$ cat config.mk
export PLATFORM = sky130hd
export DESIGN_NAME = ans_accumulator
export DESIGN_NICKNAME = d
export VERILOG_FILES = /design/src/rtl/ans_acc_pkg.sv /design/src/rtl/ans_accumulator.sv
export SDC_FILE = /design/constraint.sdc
export NUM_CORES = 1
export LEC_CHECK = 0
export CAP_MARGIN = 10
export CORE_MARGIN = 2
export CORE_UTILIZATION = 58
export DETAILED_ROUTE_END_ITERATION = 10
export GPL_ROUTABILITY_DRIVEN = 0
export PLACE_DENSITY = 0.83
export SLEW_MARGIN = 20
export SYNTH_ARGS = -nofsm -noshare
export SYNTH_HDL_FRONTEND = slang
export SYNTH_SLANG_ARGS = --single-unit
$ cat constraint.sdc
create_clock -name clk -period 3.5 [get_ports clk]
set_input_delay 0.35 -clock clk [delete_from_list [all_inputs] [get_ports clk]]
set_output_delay 0.35 -clock clk [all_outputs]
set_load 0.03 [all_outputs]
$ cat src/rtl/ans_acc_pkg.sv
// Shared types and helpers for the ans result accumulator.
// Latency: none (types, constants and a combinational helper only).
// Backpressure: not applicable.
package ans_acc_pkg;

    localparam int ANS_W = 2;

    typedef enum logic {
        ACCUM = 1'b0,
        HOLD  = 1'b1
    } ans_acc_state_t;

    // Saturating add of an ANS_W-bit beat onto a w-bit accumulator (w <= 32).
    // Result is clamped to 2^w-1; caller truncates to its own width.
    function automatic logic [31:0] sat_add(input logic [31:0]      acc,
                                            input logic [ANS_W-1:0] val,
                                            input int unsigned      w);
        logic [32:0] sum;
        logic [32:0] maxv;
        sum  = {1'b0, acc} + {31'b0, val};
        maxv = (33'd1 << w) - 33'd1;
        if (sum > maxv) begin
            return maxv[31:0];
        end
        return sum[31:0];
    endfunction

endpackage

$ cat src/rtl/ans_accumulator.sv
// Sums BURST_LEN ans beats into an ACC_W-bit total and presents it as one registered result.
// Latency: out_valid rises the cycle after the final beat of a burst transfers.
// Backpressure: in_ready drops while a result waits; ANS_ACC_SAT_EN selects saturation instead of wrap.
module ans_accumulator
    import ans_acc_pkg::*;
#(
    parameter int ACC_W     = 8,
    parameter int BURST_LEN = 4
) (
    input  logic             clk,
    input  logic             rst,
    input  logic             in_valid,
    output logic             in_ready,
    input  logic [ANS_W-1:0] in_ans,
    output logic             out_valid,
    input  logic             out_ready,
    output logic [ACC_W-1:0] out_sum,
    output logic             out_overflow
);

    localparam int            CNT_W = 8;
    localparam logic [CNT_W-1:0] LAST_BEAT = CNT_W'(BURST_LEN - 1);

    ans_acc_state_t   r_state;
    ans_acc_state_t   w_next_state;
    logic [ACC_W-1:0] r_acc;
    logic [CNT_W-1:0] r_cnt;
    logic             r_ovf;
    logic [ACC_W-1:0] r_out_sum;
    logic             r_out_ovf;

    logic             w_in_ready;
    logic             w_out_valid;
    logic             w_beat;
    logic             w_result;
    logic             w_last;
    logic [ACC_W-1:0] w_acc_nxt;
    logic             w_carry;

`ifdef ANS_ACC_SAT_EN
    // Clamp at all-ones; a carry out of ACC_W bits still marks overflow.
    assign w_acc_nxt = ACC_W'(sat_add(32'(r_acc), in_ans, ACC_W));
    assign w_carry   = ({1'b0, r_acc} + (ACC_W+1)'(in_ans)) > {1'b0, {ACC_W{1'b1}}};
`else
    logic [ACC_W:0] w_sum;
    assign w_sum     = {1'b0, r_acc} + (ACC_W+1)'(in_ans);
    assign w_acc_nxt = w_sum[ACC_W-1:0];
    assign w_carry   = w_sum[ACC_W];
`endif

    assign w_beat   = in_valid && w_in_ready;
    assign w_result = w_out_valid && out_ready;
    assign w_last   = (r_cnt == LAST_BEAT);

    assign in_ready     = w_in_ready;
    assign out_valid    = w_out_valid;
    assign out_sum      = r_out_sum;
    assign out_overflow = r_out_ovf;

    // State register.
    always_ff @(posedge clk or posedge rst) begin
        if (rst) begin
            r_state <= ACCUM;
        end else begin
            r_state <= w_next_state;
        end
    end

    // Next state and handshake outputs; in_ready is held low while reset is asserted.
    always_comb begin
        w_next_state = r_state;
        w_in_ready   = 1'b0;
        w_out_valid  = 1'b0;
        case (r_state)
            ACCUM: begin
                w_in_ready = ~rst;
                if (in_valid && w_in_ready && w_last) begin
                    w_next_state = HOLD;
                end
            end
            HOLD: begin
                w_out_valid = 1'b1;
                if (out_ready) begin
                    w_next_state = ACCUM;
                end
            end
            default: w_next_state = ACCUM;
        endcase
    end

    // Accumulate beats, capture the total on the last beat, clear once it is taken.
    always_ff @(posedge clk or posedge rst) begin
        if (rst) begin
            r_acc     <= '0;
            r_cnt     <= '0;
            r_ovf     <= 1'b0;
            r_out_sum <= '0;
            r_out_ovf <= 1'b0;
        end else if (w_result) begin
            r_acc <= '0;
            r_cnt <= '0;
            r_ovf <= 1'b0;
        end else if (w_beat) begin
            r_acc <= w_acc_nxt;
            r_cnt <= r_cnt + CNT_W'(1);
            r_ovf <= r_ovf | w_carry;
            if (w_last) begin
                r_out_sum <= w_acc_nxt;
                r_out_ovf <= r_ovf | w_carry;
            end
        end
    end

endmodule
==> results.json, run 1 <==
{
  "fp.dieArea_um2": 2710,
  "setup_slack_ns": 1.43,
  "die_h_um": 52.1,
  "clockBufferDepth": 2,
  "ys_types": 29,
  "synth_area_leader_cell": "dfrtp_1",
  "synth_flop_cell": "dfrtp_1",
  "worst_pin_slew_ns": 0.953,
  "grt_pass1_vias": 1062,
  "wl_per_cell_um": 13.5,
  "avgSynthCellArea_um2": 9.64,
  "nFillCells": 160,
  "layout-drive-gt1-share_pct": 4.55,
  "hold_class": "reg -> reg",
  "grt_pass1_wl_um": 4550,
  "hold_buffers": 0,
  "post_cts_resized": 0,
  "clock_latency_ns": 0.32,
  "post_cts_buffers": 0,
  "core_um2": 2190,
  "root_buffer": "clkbuf_4",
  "diodes": 0,
  "port_buffers": 16,
  "max_freq_mhz": 484,
  "clock_skew_ns": 0.00303,
  "cellInternalPower_mw": 0.540,
  "hold_slack_ns": 0.493,
  "place_ws_ns": 1.08,
  "rows": 17,
  "area_growth_syn_to_layout_pct": 15.4,
  "vias": 1034,
  "start_kind": "input pin",
  "setup_viol": 0,
  "grt_antenna_before_repair": 0,
  "drc": 0,
  "synth_top_area_share_pct": 50.4,
  "ir_drop_uv": 401,
  "grt_usage_pct": 22.7,
  "routed_wl_um": 2450,
  "synthArstFlopShare_pct": 100,
  "cts_inserted_buffers": 3,
  "swShare_pct": 37.5,
  "yosysMostFrequentCell": "dfrtp_1",
  "synth_seq_cells": 27,
  "drt_pass1_iterations": 4,
  "critPathArrivalTime_ns": 2.28,
  "numClockSinks": 27,
  "min_period_over_period_pct": 59.1,
  "slew_viol_final": 0,
  "required_ns": 3.71,
  "start_util_pct": 61.2,
  "crit_chain": "clkdlybuf4s50_1 > ha_1 > inv_1 > fa_1 > nor2b_1 > nand4_1 > a21oi_1 > o22ai_1",
  "synth_cells": 139,
  "hold_viol_final": 0,
  "io_pins": 17,
  "drv_cap": 0,
  "post-route-min-period_ns": 2.07,
  "status": "finished, final reports clean",
  "cts_tree": "yes",
  "pwr-share-seq_pct": 53.0,
  "grt_max_degree": 28,
  "relSlewSlack_pct": 36.0,
  "drtAntennaViolNets": 0,
  "yosys_warnings": 0,
  "cpMaxStageDelayCell": "clkdlybuf4s50_1",
  "fin_setup_tns_ns": 0,
  "cp-end-kind": "flop",
  "yosysSeqAreaShare_pct": 50.4,
  "criticalPathCategory": "in -> reg",
  "critical-path-max-stage-delay_ns": 0.46,
  "rsz0062_at_grt": "no",
  "p_per_area_nw_per_um2": 559,
  "power.leakage_nw": 0.677,
  "initialDrtViolationCount": 22,
  "htree_levels": 1,
  "nNetsFinal": 165,
  "syn_nets": 149,
  "ys_top_cells_by_area": "dfrtp_1, xor2_1, nand2_1",
  "die_x_um": 52.1,
  "grt_overflow": 0,
  "viasPerCell": 5.68,
  "clkPwrFrac_pct": 15.4,
  "synth-edff-count": 0,
  "clk_pin_slew_worst_paths_ns": 0.14,
  "p_sw_mw": 0.324,
  "dpl.hpwl_um": 1800,
  "netlist_area_um2": 1340,
  "critPathMaxFanout": 5,
  "p_comb_share_pct": 31.6,
  "synth_common_cells": "dfrtp_1, nand2_1, o21ai_0"
}
==> routing by layer <==
| metal | part of all wire, % | global-route usage, % | vias to the layer above | routed length [um] |
|---|---|---|---|---|
| met3 | 3.8 | 2.87 | 4 | 93 |
| met1 | 45 | 27.3 | 496 | 1100 |
| met5 | 0 | 0 | - | 0 |
| li1 | - | - | 517 | - |
| met4 | 1.5 | 10.5 | 0 | 36 |
| met2 | 50 | 40.1 | 17 | 1230 |
==> sequential cells by signal, summed over array words and instances (netlist names) <==
name          cells
out_sum           8
r_acc             8
r_cnt             8
out_overflow      1
r_ovf             1
r_state           1
==> layout by cell type, fill, tap and decap left out, types with 2 or more instances in the layout <==
master	instances
inv_1	6
o31ai_1	5
ha_1	3
nand2_1	20
clkdlybuf4s50_1	16
a21oi_1	3
clkbuf_4	3
nor2_1	9
a31oi_1	2
xnor2_1	3
o21ai_0	15
o21ai_1	2
nand4_1	8
nand3_1	5
xor2_1	9
dfrtp_1	27
buf_4	2
and2_1	2
==> cell type report <==
cell class,instances,area (um^2),share of cell area (%)
Multi-Input combinational cell,98,608,39.3
Clock buffer,4,26.3,1.70
Sequential cell,27,676,43.7
Timing Repair Buffer,18,175,11.3
Tap cell,28,35.0,2.27
Inverter,7,26.3,1.70
==> kinds of logic (layout without fill, tap and decap cells) <==
group | after synthesis | in the layout | synth area share (%)
AOI/OAI and AO/OA | 30 | 30 | 12.9
xor gates and xnor gates | 12 | 12 | 7.84
and+or+nand+nor | 51 | 51 | 19.5
adders and majority gates | 4 | 4 | 4.30
buffers and inverters | 14 | 29 | 4.20
DFF | 27 | 27 | 50.4
muxes | 1 | 1 | 0.840
==> power by group through the flow <==
stage,Sequential [mW],Combinational [mW],Clock (mW)
floorplan,0.468,0.179,0
global placement,0.458,0.264,0
detailed placement,0.463,0.272,0
CTS,0.458,0.275,0.135
global route,0.473,0.316,0.146
finish,0.458,0.273,0.133
==> critical path: cells and delay by family <==
family / cells / cell delay (ns)
simple gates: 2 / 0.55
fa+ha+maj: 2 / 0.59
compound gates: 2 / 0.28
buf+inv: 2 / 0.51
==> worst paths after layout <==
| path | from | cells past startpoint | slack, ns | to |
|---|---|---|---|---|
| min in group asynchronous | rst | 2 | 0.50 | r_cnt[1]$_DFFE_PP0P_ |
| hold / removal | out_sum[4]$_DFFE_PP0P_ | 2 | 0.49 | out_sum[4]$_DFFE_PP0P_ |
| setup / recovery | in_ans[0] | 8 | 1.43 | r_acc[6]$_DFFE_PP0P_ |
| setup reg to reg | r_acc[0]$_DFFE_PP0P_ | 7 | 1.54 | r_acc[6]$_DFFE_PP0P_ |
| max in group asynchronous | rst | 2 | 2.57 | out_sum[4]$_DFFE_PP0P_ |
| hold reg to reg | out_sum[4]$_DFFE_PP0P_ | 2 | 0.49 | out_sum[4]$_DFFE_PP0P_ |
==> per-stage QoR <==
stage / utilization, % / area, um^2 / power [mW] / instances
after floorplan: - / 1340 / 0.647 / 139
after global placement: 69.4 / 1520 / 0.723 / 178
after detailed placement: 69.4 / 1520 / 0.735 / 178
after CTS: 70.6 / 1550 / 0.868 / 182
after global routing: 70.6 / 1550 / 0.934 / 182
final: 70.6 / 1550 / 0.864 / 182
Note: power is estimated with default switching activity, not from simulation.
==> run 2, diff against run 1 <==
- CORE_UTILIZATION: 58 -> 48
- PLACE_DENSITY: 0.83 -> 0.73
- clock period: 3.5 -> 1.8 ns (I/O delays scaled with it)
==> run 2 against run 1 <==
  * Register-to-register slack lost 1.4 ns
  * Combinational power grew 120%
  * Count of clock-buffer cells in the layout shrank 1
  * Final cell count grew 8.2%
  * Total power grew 100%
  * Flip-flop and latch count is the same
  * Worst setup slack lost 1.3 ns
  * Non-clock buffer count grew 12
  * Clock power grew 100%
  * Sequential share of layout area shrank 2.9 points
==> results.json, run 2 (synthesized netlist as in run 1, its figures left out) <==
{
  "wl_per_cell_um": 13.5,
  "viasPerCell": 5.57,
  "relSlewSlack_pct": 76.7,
  "hold_buffers": 0,
  "core_um2": 2710,
  "rows": 19,
  "nFillCells": 237,
  "path_delay_family": "adder cells",
  "cp-end-kind": "flop",
  "fp.dieArea_um2": 3230,
  "drtAntennaViolNets": 0,
  "die_x_um": 56.8,
  "pwr-share-seq_pct": 50.9,
  "layout_commonest_cell": "dfrtp_1",
  "critPathMaxFanout": 3,
  "criticalPathCategory": "reg -> reg",
  "hold_viol_final": 0,
  "drv_cap": 0,
  "cts_inserted_buffers": 3,
  "routed_wl_um": 2660,
  "place_ws_ns": -0.250,
  "cellInternalPower_mw": 1.09,
  "grt_antenna_before_repair": 0,
  "setup_slack_ns": 0.153,
  "numClockSinks": 27,
  "diodes": 0,
  "nNetsFinal": 177,
  "slew_viol_final": 0,
  "critical-path-max-stage-delay_ns": 0.38,
  "grt_pass1_vias": 1064,
  "vias": 1097,
  "p_sw_mw": 0.659,
  "setup_viol": 0,
  "rsz0062_at_grt": "no",
  "clockBufferDepth": 2,
  "p_comb_share_pct": 33.7,
  "min_period_over_period_pct": 91.5,
  "power.leakage_nw": 0.740,
  "status": "finished, final reports clean",
  "required_ns": 2.06,
  "hold_class": "in -> async",
  "final_cell_mix": "dfrtp_1, nand2_1, o21ai_0, clkdlybuf4s50_1, buf_4",
  "p_per_area_nw_per_um2": 1060,
  "max_freq_mhz": 607,
  "layout-drive-gt1-share_pct": 15.1,
  "grt_pass1_wl_um": 4540,
  "grt_usage_pct": 17.9,
  "wl_met1_um": 1200,
  "root_buffer": "clkbuf_4",
  "worst_pin_slew_ns": 0.349,
  "drc": 0,
  "cpMaxStageDelayCell": "dfrtp_1",
  "clk_pin_slew_worst_paths_ns": 0.16,
  "critPathArrivalTime_ns": 1.91,
  "dpl.hpwl_um": 1860,
  "grt_overflow": 0,
  "swShare_pct": 37.6,
  "wl_met2_um": 1340,
  "drt_pass1_iterations": 4,
  "wl_met3_um": 92,
  "seq_area_um2": 677,
  "start_kind": "flop",
  "port_buffers": 16,
  "htree_levels": 1,
  "crit_buf_inv": 1,
  "crit_chain": "ha_2 > inv_1 > fa_2 > nor2b_2 > nand4_1 > xnor2_1 > o21ai_0",
  "area_growth_syn_to_layout_pct": 23.9,
  "post-route-min-period_ns": 1.65,
  "hold_slack_ns": 0.299,
  "ir_drop_uv": 852,
  "cts_tree": "yes",
  "clock_latency_ns": 0.33,
  "top_layer": "met4",
  "fin_setup_tns_ns": 0,
  "grt_max_degree": 28,
  "start_util_pct": 49.4,
  "die_h_um": 56.8,
  "clock_skew_ns": 0.0174,
  "io_pins": 17,
  "multiInputGateArea_um2": 621,
  "initialDrtViolationCount": 37,
  "clkPwrFrac_pct": 15.3
}
run 2: what timing repair did:
| action | CTS | global route |
|---|---|---|
| pin swaps | 0 | 1 |
| setup endpoints to repair | 1 | 9 |
| resized for setup | 1 | 6 |
| buffers inserted | 0 | 4 |
run 2: worst paths after layout:
check	slack, ns	startpoint	cells after the start	end
setup / recovery	0.15	r_acc[0]$_DFFE_PP0P_	7	out_sum[6]$_DFFE_PP0P_
hold / removal	0.30	rst	3	r_ovf$_DFFE_PP0P_
setup reg to reg	0.15	r_acc[0]$_DFFE_PP0P_	7	out_sum[6]$_DFFE_PP0P_
hold reg to reg	0.50	out_sum[3]$_DFFE_PP0P_	2	out_sum[3]$_DFFE_PP0P_
max in group asynchronous	1.22	rst	3	r_state$_DFF_PP0_
min in group clk	0.50	out_sum[3]$_DFFE_PP0P_	2	out_sum[3]$_DFFE_PP0P_
run 2: stage by stage:
stage	utilization (%)	instance area (um^2)	instances	total power [mW]
after global placement	58.4	1580	189	1.44
after floorplan	-	1340	139	1.26
after global routing	61.3	1660	197	1.88
after CTS	59.5	1610	193	1.73
after detailed placement	58.4	1580	189	1.46
final	61.3	1660	197	1.75
run 2: area by class of cell:
type,instances,area share (%)
Tap cell,31,2.34
Timing Repair Buffer,30,16.1
Clock inverter,1,0.452
Inverter,7,1.58
Clock buffer,3,1.36
Sequential cell,27,40.8
Multi-Input combinational cell,98,37.4
run 2: power by group through the flow:
stage | combinational [mW] | sequential [mW] | clock (mW)
finish | 0.591 | 0.892 | 0.269
global route | 0.666 | 0.916 | 0.301
CTS | 0.566 | 0.886 | 0.279
detailed placement | 0.565 | 0.898 | 0
global placement | 0.546 | 0.894 | 0
floorplan | 0.348 | 0.910 | 0
run 2: worst reg2reg max path: cells and delay by family, from the launching register on:
family / cells / cell delay [ns]
buf+inv: 1 / 0.05
simple gates: 2 / 0.32
xor+xnor: 1 / 0.17
flops: 1 / 0.38
fa+ha+maj: 2 / 0.53
compound gates: 1 / 0.15
run 2: per-layer routing:
| metal | global-route usage, % | up-vias |
|---|---|---|
| met4 | 6.64 | 0 |
| met2 | 31.2 | 22 |
| met1 | 22.4 | 531 |
| met5 | 0 | - |
| li1 | - | 540 |
| met3 | 2.30 | 4 |
